File: src/rtl/alu_host_pkg.sv
// alu_host_pkg: shared definitions for the UART ALU host initiator.
//   - 3-bit state encoding for the host FSM (IDLE .. DONE)
//   - FRAME_LEN: number of bytes sent per request (A, B, OP)
package alu_host_pkg;

    localparam logic [2:0] ST_IDLE    = 3'd0;
    localparam logic [2:0] ST_SEND_A  = 3'd1;
    localparam logic [2:0] ST_SEND_B  = 3'd2;
    localparam logic [2:0] ST_SEND_OP = 3'd3;
    localparam logic [2:0] ST_WAIT_RX = 3'd4;
    localparam logic [2:0] ST_DONE    = 3'd5;

    typedef enum logic [2:0] {
        IDLE    = ST_IDLE,
        SEND_A  = ST_SEND_A,
        SEND_B  = ST_SEND_B,
        SEND_OP = ST_SEND_OP,
        WAIT_RX = ST_WAIT_RX,
        DONE    = ST_DONE
    } state_t;

    localparam int FRAME_LEN = 3;

endpackage

File: src/rtl/alu_host_tmo_cnt.sv
// alu_host_tmo_cnt: down-counter bounding the wait for a result byte.
// Parameters:
//   MAX      number of enabled cycles before expiry (>= 1)
// Ports:
//   clk      in   system clock, rising edge
//   reset    in   asynchronous, active-high
//   clear    in   reload the counter with MAX
//   enable   in   count one waiting cycle
//   expired  out  high in the enabled cycle that is the MAX-th since clear
module alu_host_tmo_cnt #(
    parameter int MAX = 1_000_000
) (
    input  logic clk,
    input  logic reset,
    input  logic clear,
    input  logic enable,
    output logic expired
);

    localparam int W = $clog2(MAX + 1);

    logic [W-1:0] cnt_q;

    always_ff @(posedge clk or posedge reset) begin
        if (reset) begin
            cnt_q <= '0;
        end else if (clear) begin
            cnt_q <= W'(MAX);
        end else if (enable && cnt_q != '0) begin
            cnt_q <= cnt_q - W'(1);
        end
    end

    // Combinational so the owner can leave the wait state on the very
    // edge that completes the MAX-th waiting cycle.
    assign expired = enable && (cnt_q == W'(1));

endmodule

File: src/rtl/alu_uart_host.sv
// alu_uart_host: host-side initiator for the UART ALU link.
// Sends A, B, OP into the UART TX FIFO, then waits for one result byte
// from the RX FIFO and reports it with a one-cycle done pulse.
//
// Optional feature: define ALU_HOST_TIMEOUT_EN to bound the result wait
// to TIMEOUT_CYCLES cycles (done with timeout=1, result=0x00 on expiry).
//
// Handshake: wr_uart is a write strobe, asserted only when tx_full=0, and
// each asserted cycle transfers exactly one byte on the rising edge.
// rd_uart pops the RX FIFO head, asserted only when rx_empty=0; r_data is
// consumed on the same edge.
//
// Ports:
//   clk, reset           clock / asynchronous active-high reset
//   start, a, b, op      request strobe and operands (sampled in IDLE)
//   busy, done, result   status, completion pulse, result byte
//   timeout              high with done when the wait expired
//   wr_uart, w_data      TX FIFO write side, tx_full back-pressure
//   rd_uart, r_data      RX FIFO read side, rx_empty flag
//   state_dbg            current FSM state (debug)
module alu_uart_host
    import alu_host_pkg::*;
#(
    parameter int TIMEOUT_CYCLES = 1_000_000
) (
    input  logic       clk,
    input  logic       reset,
    input  logic       start,
    input  logic [7:0] a,
    input  logic [7:0] b,
    input  logic [7:0] op,
    output logic       busy,
    output logic       done,
    output logic [7:0] result,
    output logic       timeout,
    output logic       wr_uart,
    output logic [7:0] w_data,
    input  logic       tx_full,
    output logic       rd_uart,
    input  logic [7:0] r_data,
    input  logic       rx_empty,
    output logic [2:0] state_dbg
);

    if (TIMEOUT_CYCLES < 1) begin : g_bad_cfg
        $error("alu_uart_host: TIMEOUT_CYCLES must be >= 1");
    end

    state_t     state_q, state_d;
    logic [7:0] a_q, b_q, op_q;
    logic [7:0] result_q;
    logic       accept;
    logic       rx_fire;
    logic       expired;

    assign accept  = (state_q == IDLE) && start;
    assign rx_fire = (state_q == WAIT_RX) && rd_uart;

`ifdef ALU_HOST_TIMEOUT_EN
    logic wait_clear;
    logic wait_en;
    logic timeout_q;

    // Reload on the edge that writes OP, i.e. on entry into WAIT_RX.
    assign wait_clear = (state_q == SEND_OP) && wr_uart;
    assign wait_en    = (state_q == WAIT_RX) && rx_empty;

    alu_host_tmo_cnt #(
        .MAX(TIMEOUT_CYCLES)
    ) u_tmo_cnt (
        .clk    (clk),
        .reset  (reset),
        .clear  (wait_clear),
        .enable (wait_en),
        .expired(expired)
    );

    always_ff @(posedge clk or posedge reset) begin
        if (reset) begin
            timeout_q <= 1'b0;
        end else if (accept || rx_fire) begin
            timeout_q <= 1'b0;
        end else if (state_q == WAIT_RX && expired) begin
            timeout_q <= 1'b1;
        end
    end

    assign timeout = timeout_q && (state_q == DONE);
`else
    assign expired = 1'b0;
    assign timeout = 1'b0;
`endif

    // State register
    always_ff @(posedge clk or posedge reset) begin
        if (reset) begin
            state_q <= IDLE;
        end else begin
            state_q <= state_d;
        end
    end

    // Next state
    always_comb begin
        state_d = state_q;
        case (state_q)
            IDLE:    if (start)   state_d = SEND_A;
            SEND_A:  if (wr_uart) state_d = SEND_B;
            SEND_B:  if (wr_uart) state_d = SEND_OP;
            SEND_OP: if (wr_uart) state_d = WAIT_RX;
            WAIT_RX: if (rx_fire || expired) state_d = DONE;
            DONE:    state_d = IDLE;
            default: state_d = IDLE;
        endcase
    end

    // Operand latch and result register
    always_ff @(posedge clk or posedge reset) begin
        if (reset) begin
            a_q      <= 8'h00;
            b_q      <= 8'h00;
            op_q     <= 8'h00;
            result_q <= 8'h00;
        end else begin
            if (accept) begin
                a_q  <= a;
                b_q  <= b;
                op_q <= op;
            end
            // A byte present on the expiry cycle wins over the timeout.
            if (rx_fire) begin
                result_q <= r_data;
            end else if (state_q == WAIT_RX && expired) begin
                result_q <= 8'h00;
            end
        end
    end

    // Outputs
    always_comb begin
        wr_uart = 1'b0;
        w_data  = 8'h00;
        case (state_q)
            SEND_A:  begin w_data = a_q;  wr_uart = ~tx_full; end
            SEND_B:  begin w_data = b_q;  wr_uart = ~tx_full; end
            SEND_OP: begin w_data = op_q; wr_uart = ~tx_full; end
            default: begin w_data = 8'h00; wr_uart = 1'b0; end
        endcase
    end

    // IDLE pops and discards stale RX bytes; gated by reset so nothing is
    // popped while the block is held in reset.
    assign rd_uart   = ((state_q == IDLE) || (state_q == WAIT_RX)) && ~rx_empty && ~reset;
    assign busy      = (state_q != IDLE);
    assign done      = (state_q == DONE);
    assign result    = result_q;
    assign state_dbg = state_q;

endmodule

File: config.mk
export PLATFORM = sky130hd
export DESIGN_NAME = alu_uart_host
export DESIGN_NICKNAME = d
export VERILOG_FILES = /design/src/rtl/alu_host_pkg.sv /design/src/rtl/alu_host_tmo_cnt.sv /design/src/rtl/alu_uart_host.sv
export SDC_FILE = /design/constraint.sdc
export NUM_CORES = 1
export LEC_CHECK = 0
export BUFFER_PORTS_ARGS = -buffer_cell sky130_fd_sc_hd__buf_4
export CORE_MARGIN = 2
export CORE_UTILIZATION = 49
export DETAILED_ROUTE_END_ITERATION = 6
export PLACE_DENSITY = 0.79
export SLEW_MARGIN = 40
export SYNTH_ARGS = -nofsm -noshare
export SYNTH_HDL_FRONTEND = slang
export SYNTH_SLANG_ARGS = --single-unit
File: constraint.sdc
create_clock -name clk -period 1.8 [get_ports clk]
set_input_delay 0.18 -clock clk [delete_from_list [all_inputs] [get_ports clk]]
set_output_delay 0.18 -clock clk [all_outputs]
set_load 0.05 [all_outputs]
* Word level (Yosys, flattened, before mapping)
Cells that the tools add are included.
** Operators by class
- Equal/unequal tests :: 10
- Multiplexer cells :: 8
- Bitwise gates (word level) :: 3
- Reduce and logical (&&, ||, !) cells :: 9
** Operator list (number)
- $pmux 8 s3 :: 1
- $mux 3 :: 5
- $pmux 3 s5 :: 1
- $ne 2x2->1 const B :: 5
- $eq 3x2->1 const B :: 2
- $eq 3x3->1 const B :: 2
- $reduce_and 5->1 :: 1
- $logic_and 1x1->1 :: 4
- $eq 3x1->1 const B :: 1
- $logic_not 3->1 :: 1
- $not 1->1 :: 3
- $reduce_bool 3->1 :: 1
- $reduce_or 3->1 :: 1
- $logic_or 1x1->1 :: 1
- $mux 1 :: 1
** Storage, ports and cells
- Register bits after elaboration :: 35
- Input port bits :: 37
- Word-level logic and storage cells :: 35

* Depth between registers and ports, before layout
Gate-level depths: netlist (run 1).
- Depth after elaboration :: 7
- Mapped depth :: 5

* Worst setup path after synthesis (run 1)
OpenSTA, ideal clock, no wires.
- Path type :: reg2out
- From :: register state_q[0], in the netlist state_dbg[0]
- To :: output wr_uart
- Arrival time :: 2139 ps
- Path slack :: -519 ps
- Cell stages (with the launch flop) :: 4
- Path buffers :: 1
- Cell sequence :: dfrtp_1 > buf_2 > nor2_1 > nor3_1
** On the way
- Word-level cells in the longest chain between the ends :: 3
- Elaborated cells on any way between the ends :: 5
- Those cells by class :: eq/ne (3); mux (1); reduce/logical (1)
** RTL lines
- start: declaration :: RTL line alu_uart_host.sv:49 : state_t state_q, state_d;
- start signal: assignment :: RTL line alu_uart_host.sv:99 : state_q <= state_d;
- $eq 3x2->1 or $eq 3x1->1 (tied branches) :: RTL line alu_uart_host.sv:143 : case (state_q)
- $reduce_or 3->1 (no line) (*)
- $mux 1 (*)
- end: declaration :: RTL line alu_uart_host.sv:36 : output logic wr_uart,
Mark *: on every way between the ends. The rest lies on a longest branch, timed or not.

* Final worst setup path (run 1)
- From :: register state_q[0], in the netlist state_dbg[0]
- To :: output w_data[5]
** On the way
- Word-level cells in the longest chain between the ends :: 2
- Elaborated cells on any way between the ends :: 4
- Those cells by class :: eq/ne (3); mux (1)
** RTL lines
- $eq 3x2->1 or $eq 3x1->1 (tied branches) :: RTL line alu_uart_host.sv:143
- $pmux 8 s3 (*) :: RTL line alu_uart_host.sv:143
- end: declaration :: RTL line alu_uart_host.sv:37 : output logic [7:0] w_data,
Marks and branches as above.

==> results.txt, run 1 <==
antenna violations before repair - 0
Final GP Congestion - 0.820
CP required - 1.62 ns
wirelength, routed - 4070 µm
Slew @ Worst Pin - 0.522 ns
Crit Path Max Fanout - 5
Worst Hold Class - input port to register
Static Leak - 1.21 nW
Relative slew margins - 65.1%
IO buf count - 59
Area Growth Syn to Fin - 45.7%
row count - 21
area fraction in compound gates after synthesis - 4.34%
RSZ-0062 raised after global routing - true
Final Hold Fails - 0
post-synthesis cell count - 122
critical path class - register to primary output
crit start category - register
largest net degree at the start of global routing - 25
crit path capture type - primary output
first-pass GRT wire length - 6330 µm
multiplexer share of the synthesized area - 30.4%
number of I/O pins - 61
Arr. time, crit path - 1.63 ns
synthesis-stage register bit count - 35
ANT cells - 0
Fill cells - 237
maximum root-to-sink buffer count - 2
Adder-Cell Fraction of Synth Area - 0%
max-cap violations - 0
Finished Layout Cells - 242
Synth Area in Simple Gates - 8.40%
vias in the first global route - 1309
Die Y - 63.4 µm
ANT nets after route - 0
outcome - finished, violations left
YS warnings - 0
TritonCTS clock tree - built
final-report setup violation count - 2
Residual DRC - 0
GR Overflow Total - 0
pre-CTS WS - 0.203 ns
Final min period - 1.81 ns
DRT iter0 DRCs - 40
commonest non-fill, non-tap cells in the layout - buf_4 (60), dfrtp_1 (32), mux2_4 (24)
average wire per standard cell - 16.8 µm
ratio of cells with drive above 1 in the final layout - 74.0%
xor/xnor cell area share of the yosys netlist - 0.507%
average vias per placed instance - 5.12
Power Density - 2250 nW/µm²
Detailed Place HPWL - 2750 µm
Die W - 63.4 µm
root buf cell - clkbuf_4
clk sinks - 35
sequential share of the synthesized area - 50.7%
Final Net Count - 232
DIE AREA - 4020 µm²
Placed Cells - 224
Clock transition at path regs - 0.11 ns
Slew Limit Fails - 0
final setup margin - -0.0106 ns
Fin Clk Skew - 0.0127 ns
violated checks - setup timing
post-layout util - 74.9%
Avg Inst Size Synth - 14.2 µm²
Synth cell types - 26
Clk Latency, worst-skew pair - 0.34 ns
VDD IR max - 1370 µV
via count - 1240
Initial Util - 51.4%
commonest non-fill, non-tap cell in the layout - buf_4
Tcrit/Tclk final - 101%
Synth Cell Area - 1730 µm²
Core Region - 3360 µm²
drt pass-1 iters - 4
largest family of logic cells by synthesized area - multiplexers
fmax - 0.552 GHz
CTS Buf Count - 5
H-tree depth - 2
GRT Util Overall - 21.0%
syn nets - 159
==> registers in the layout, summed over array words and instances, names as in the netlist <==
signal and flops:
state_dbg 3, result 8, b_q 8, op_q 8
a_q 8
==> where the power goes <==
part / switching [W] / total, W / internal [W] / leakage (nW)
Combinational: 0.00195 / 0.00363 / 0.00168 / 0.742
Sequential: 0.000263 / 0.00144 / 0.00118 / 0.420
Clock: 0.000271 / 0.000599 / 0.000328 / 0.0482
==> synthesized netlist by cell type, drive strengths merged <==
cell type / instances / area share (%)
o31ai: 1 / 0.43
nand3b: 1 / 0.43
dfrtp: 35 / 51
clkbuf: 3 / 0.65
nor3: 1 / 0.29
nand2: 5 / 1.2
a22oi: 7 / 3.0
nor2: 10 / 3.1
mux2: 40 / 30
or3: 1 / 0.65
inv: 2 / 0.43
and2: 1 / 0.36
conb: 1 / 0.22
nor2b: 2 / 0.72
buf: 6 / 4.3
a21oi: 2 / 0.58
o21ai: 1 / 0.29
or2: 1 / 0.36
nor4: 1 / 1.2
xnor2: 1 / 0.51
==> area by class of cell <==
class                   count  area (µm²)  area share (%)
flip-flops and latches     35         880            34.9
multi-input cells          76         830            33.0
repair buffers             75         657            26.1
well taps                  46        57.6            2.29
clock buffers               6        51.3            2.04
clock inverters             2        35.0            1.39
inverters                   2        7.51           0.298
==> path summary, 6_finish.rpt <==
path	from	to	slack [ns]	cells after the start
setup / recovery	state_dbg[0]	w_data[5]	-0.01	5
hold / removal	op[0]	op_q[0]	0.06	2
setup reg to reg	state_dbg[2]	op_q[7]	0.16	4
hold reg to reg	result[6]	result[6]	0.52	1
max in group asynchronous	reset	state_dbg[1]	0.82	4
min in group asynchronous	reset	result[0]	0.46	3
==> metal layers <==
metal	up-vias	track usage, %	share of wire (%)
li1	571	-	-
met1	611	26.4	41
met2	47	33.8	51
met3	11	5.36	5.0
met4	0	9.78	2.2
met5	-	0	0
==> worst max-delay path, cell delays in order (launching register included) <==
cell and delay, ns:
dfrtp_2 0.43, buf_4 0.14, mux2_2 0.34, a22oi_2 0.17
nor2_2 0.06, buf_6 0.15
==> logic make-up after synthesis <==
kind of cell    count (synthesis)
flops                          35
simple gates                   23
mux                            40
compound gates                 11
other cells                     1
buf+inv                        11
xor+xnor                        1
==> per-stage QoR <==
stage | instance area (µm²) | hold WS, ns | TNS (ns) | power, W
after floorplan | 1770 | 0.328 | -3.95 | 0.00383
after global routing | 2520 | 0.0430 | -0.579 | 0.00590
after global placement | 2260 | 0.262 | 0 | 0.00450
after CTS | 2460 | 0.0522 | -0.000469 | 0.00552
after detailed placement | 2260 | 0.272 | 0 | 0.00459
final | 2520 | 0.0588 | -0.0131 | 0.00567
==> what timing repair did <==
action | in CTS | in global routing
pin swaps | 0 | 5
resized for setup | 18 | 2
buffers inserted | 3 | 6
hold buffers | 1 | 0
endpoints found under the hold margin | 12 | 0
endpoints found under the setup margin | 8 | 10
(Power assumes the default switching activity.)
==> inputs of run 2 (changes only) <==
--- a/config.mk
+++ b/config.mk
@@ -9,7 +9,7 @@
 export CORE_MARGIN = 2
 export CORE_UTILIZATION = 49
 export DETAILED_ROUTE_END_ITERATION = 6
-export PLACE_DENSITY = 0.79
+export PLACE_DENSITY = 0.78
 export SLEW_MARGIN = 40
 export SYNTH_ARGS = -nofsm -noshare
 export SYNTH_HDL_FRONTEND = slang
==> results.txt, run 2 (synthesis gave the netlist of run 1 again) <==
outcome - finished, violations left
violated checks - setup timing
vias in the first global route - 1338 (+2.2%)
Worst setup startpoint - state_dbg[0]
Area Growth Syn to Fin - 45.5%
ANT nets after route - 0 (unchanged)
max-cap violations - 0 (unchanged)
Final Net Count - 233 (+0.43%)
Die W - 63.4 µm (unchanged)
Clk Latency, worst-skew pair - 0.33 ns (about the same)
fmax - 0.554 GHz (+0.39%)
Worst Hold Class - input port to register
maximum root-to-sink buffer count - 2 (unchanged)
register area - 880 µm² (unchanged)
pre-CTS WS - 0.252 ns (+0.0495 ns)
IO buf count - 59 (unchanged)
crit path capture type - primary output
Residual DRC - 0 (unchanged)
Fill cells - 247 (+4.2%)
DIE AREA - 4020 µm² (unchanged)
RR Startpoint - state_dbg[1]
area of the multi-input gates - 845 µm² (+1.8%)
Final Hold Fails - 0 (unchanged)
TritonCTS clock tree - built
average wire per standard cell - 16.2 µm (-3.8%)
number of I/O pins - 61 (unchanged)
Placed Cells - 227 (+1.3%)
clk sinks - 35 (unchanged)
GR Overflow Total - 0 (unchanged)
Slew Limit Fails - 0 (unchanged)
commonest non-fill, non-tap cells in the layout - buf_4 (60), dfrtp_1 (32), mux2_4 (26)
CTS Buf Count - 5 (unchanged)
Crit Path Max Fanout - 6 (+1)
placed cell area - 2280 µm² (+1.0%)
final setup margin - -0.00350 ns (+0.00708 ns)
VDD IR max - 1420 µV (+3.6%)
Finished Layout Cells - 243 (+0.41%)
Tcrit/Tclk final - 100% (-0.39 points)
Die Y - 63.4 µm (unchanged)
Detailed Place HPWL - 2700 µm (-2.0%)
final-report setup violation count - 1 (-1)
design area - 2510 µm² (-0.15%)
H-tree depth - 2 (unchanged)
ANT cells - 0 (unchanged)
GRT Util Overall - 20.9% (-0.032 points)
root buf cell - clkbuf_4
Final min period - 1.80 ns (-0.00708 ns)
average vias per placed instance - 4.98 (-2.7%)
wirelength, routed - 3930 µm (-3.4%)
Power Density - 2210 nW/µm² (-1.8%)
first-pass GRT wire length - 6390 µm (+0.98%)
drt pass-1 iters - 4 (unchanged)
largest net degree at the start of global routing - 20 (-20%)
Final GP Congestion - 0.771 (-6.1%)
ratio of cells with drive above 1 in the final layout - 74.6% (+0.64 points)
critical path class - register to primary output
antenna violations before repair - 0 (unchanged)
via count - 1211 (-2.3%)
Hold Crit Start - op[4]
Fin Clk Skew - 0.00548 ns (-0.00721 ns)
Clock transition at path regs - 0.10 ns (about the same)
Core Region - 3360 µm² (unchanged)
crit start category - register
Initial Util - 51.4% (unchanged)
Arr. time, crit path - 1.62 ns (about the same)
row count - 21 (unchanged)
commonest non-fill, non-tap cell in the layout - buf_4
RSZ-0062 raised after global routing - true
DRT iter0 DRCs - 56 (+40%)
CP required - 1.62 ns (about the same)
Static Leak - 1.21 nW (+0.13%)
run 2: final cells by class:
type,instances,share of cell area [%]
inverters,2,0.299
multi-input cells,76,33.6
flip-flops and latches,35,35.0
repair buffers,76,26.1
well taps,46,2.29
clock buffers,8,2.74
run 2: critical path: stages (launching register included):
cell     delay, ns
dfrtp_2       0.47
buf_6         0.15
mux2_4        0.30
a22oi_2       0.17
nor2_2        0.06
buf_6         0.15
run 2: final timing paths:
kind / to / slack, ns / cells after the start
max: w_data[2] / -0.003 / 5
max reg2reg: b_q[0] / 0.12 / 5
min reg2reg: result[1] / 0.51 / 1
max in group asynchronous: a_q[3] / 1.12 / 4
min: op_q[4] / 0.07 / 2
min in group asynchronous: op_q[6] / 0.46 / 4
run 2: repair_timing:
action,in CTS,in global routing
hold endpoints to repair,35,0
setup buffers,5,2
resized for setup,14,11
setup endpoints to repair,8,8
hold buffers,1,0
pin swaps,1,4
gates cloned,0,0
run 2: where the power goes:
group	internal (W)	switching [W]	total, W
Sequential	0.00118	0.000264	0.00145
Combinational	0.00169	0.00194	0.00363
Clock	0.000230	0.000254	0.000484
Total	0.00310	0.00246	0.00556
run 2: stage by stage:
step                      total power, W  util (%)  setup TNS [ns]  hold slack, ns
final                            0.00556      74.7        -0.00350          0.0653
after global routing             0.00583      74.7          -0.294          0.0474
after CTS                        0.00538      73.0               0          0.0547
after detailed placement         0.00461      67.8               0           0.251
after global placement           0.00455      67.8               0           0.249
after floorplan                  0.00383         -           -3.95           0.328
run 2: layer usage:
layer	track usage, %	share of wire (%)	up-vias	routed length [µm]
met5	0	0	-	0
li1	-	-	571	-
met1	26.2	40	598	1580
met3	5.54	5.3	5	207
met4	7.34	1.3	0	51
met2	35.0	53	37	2090
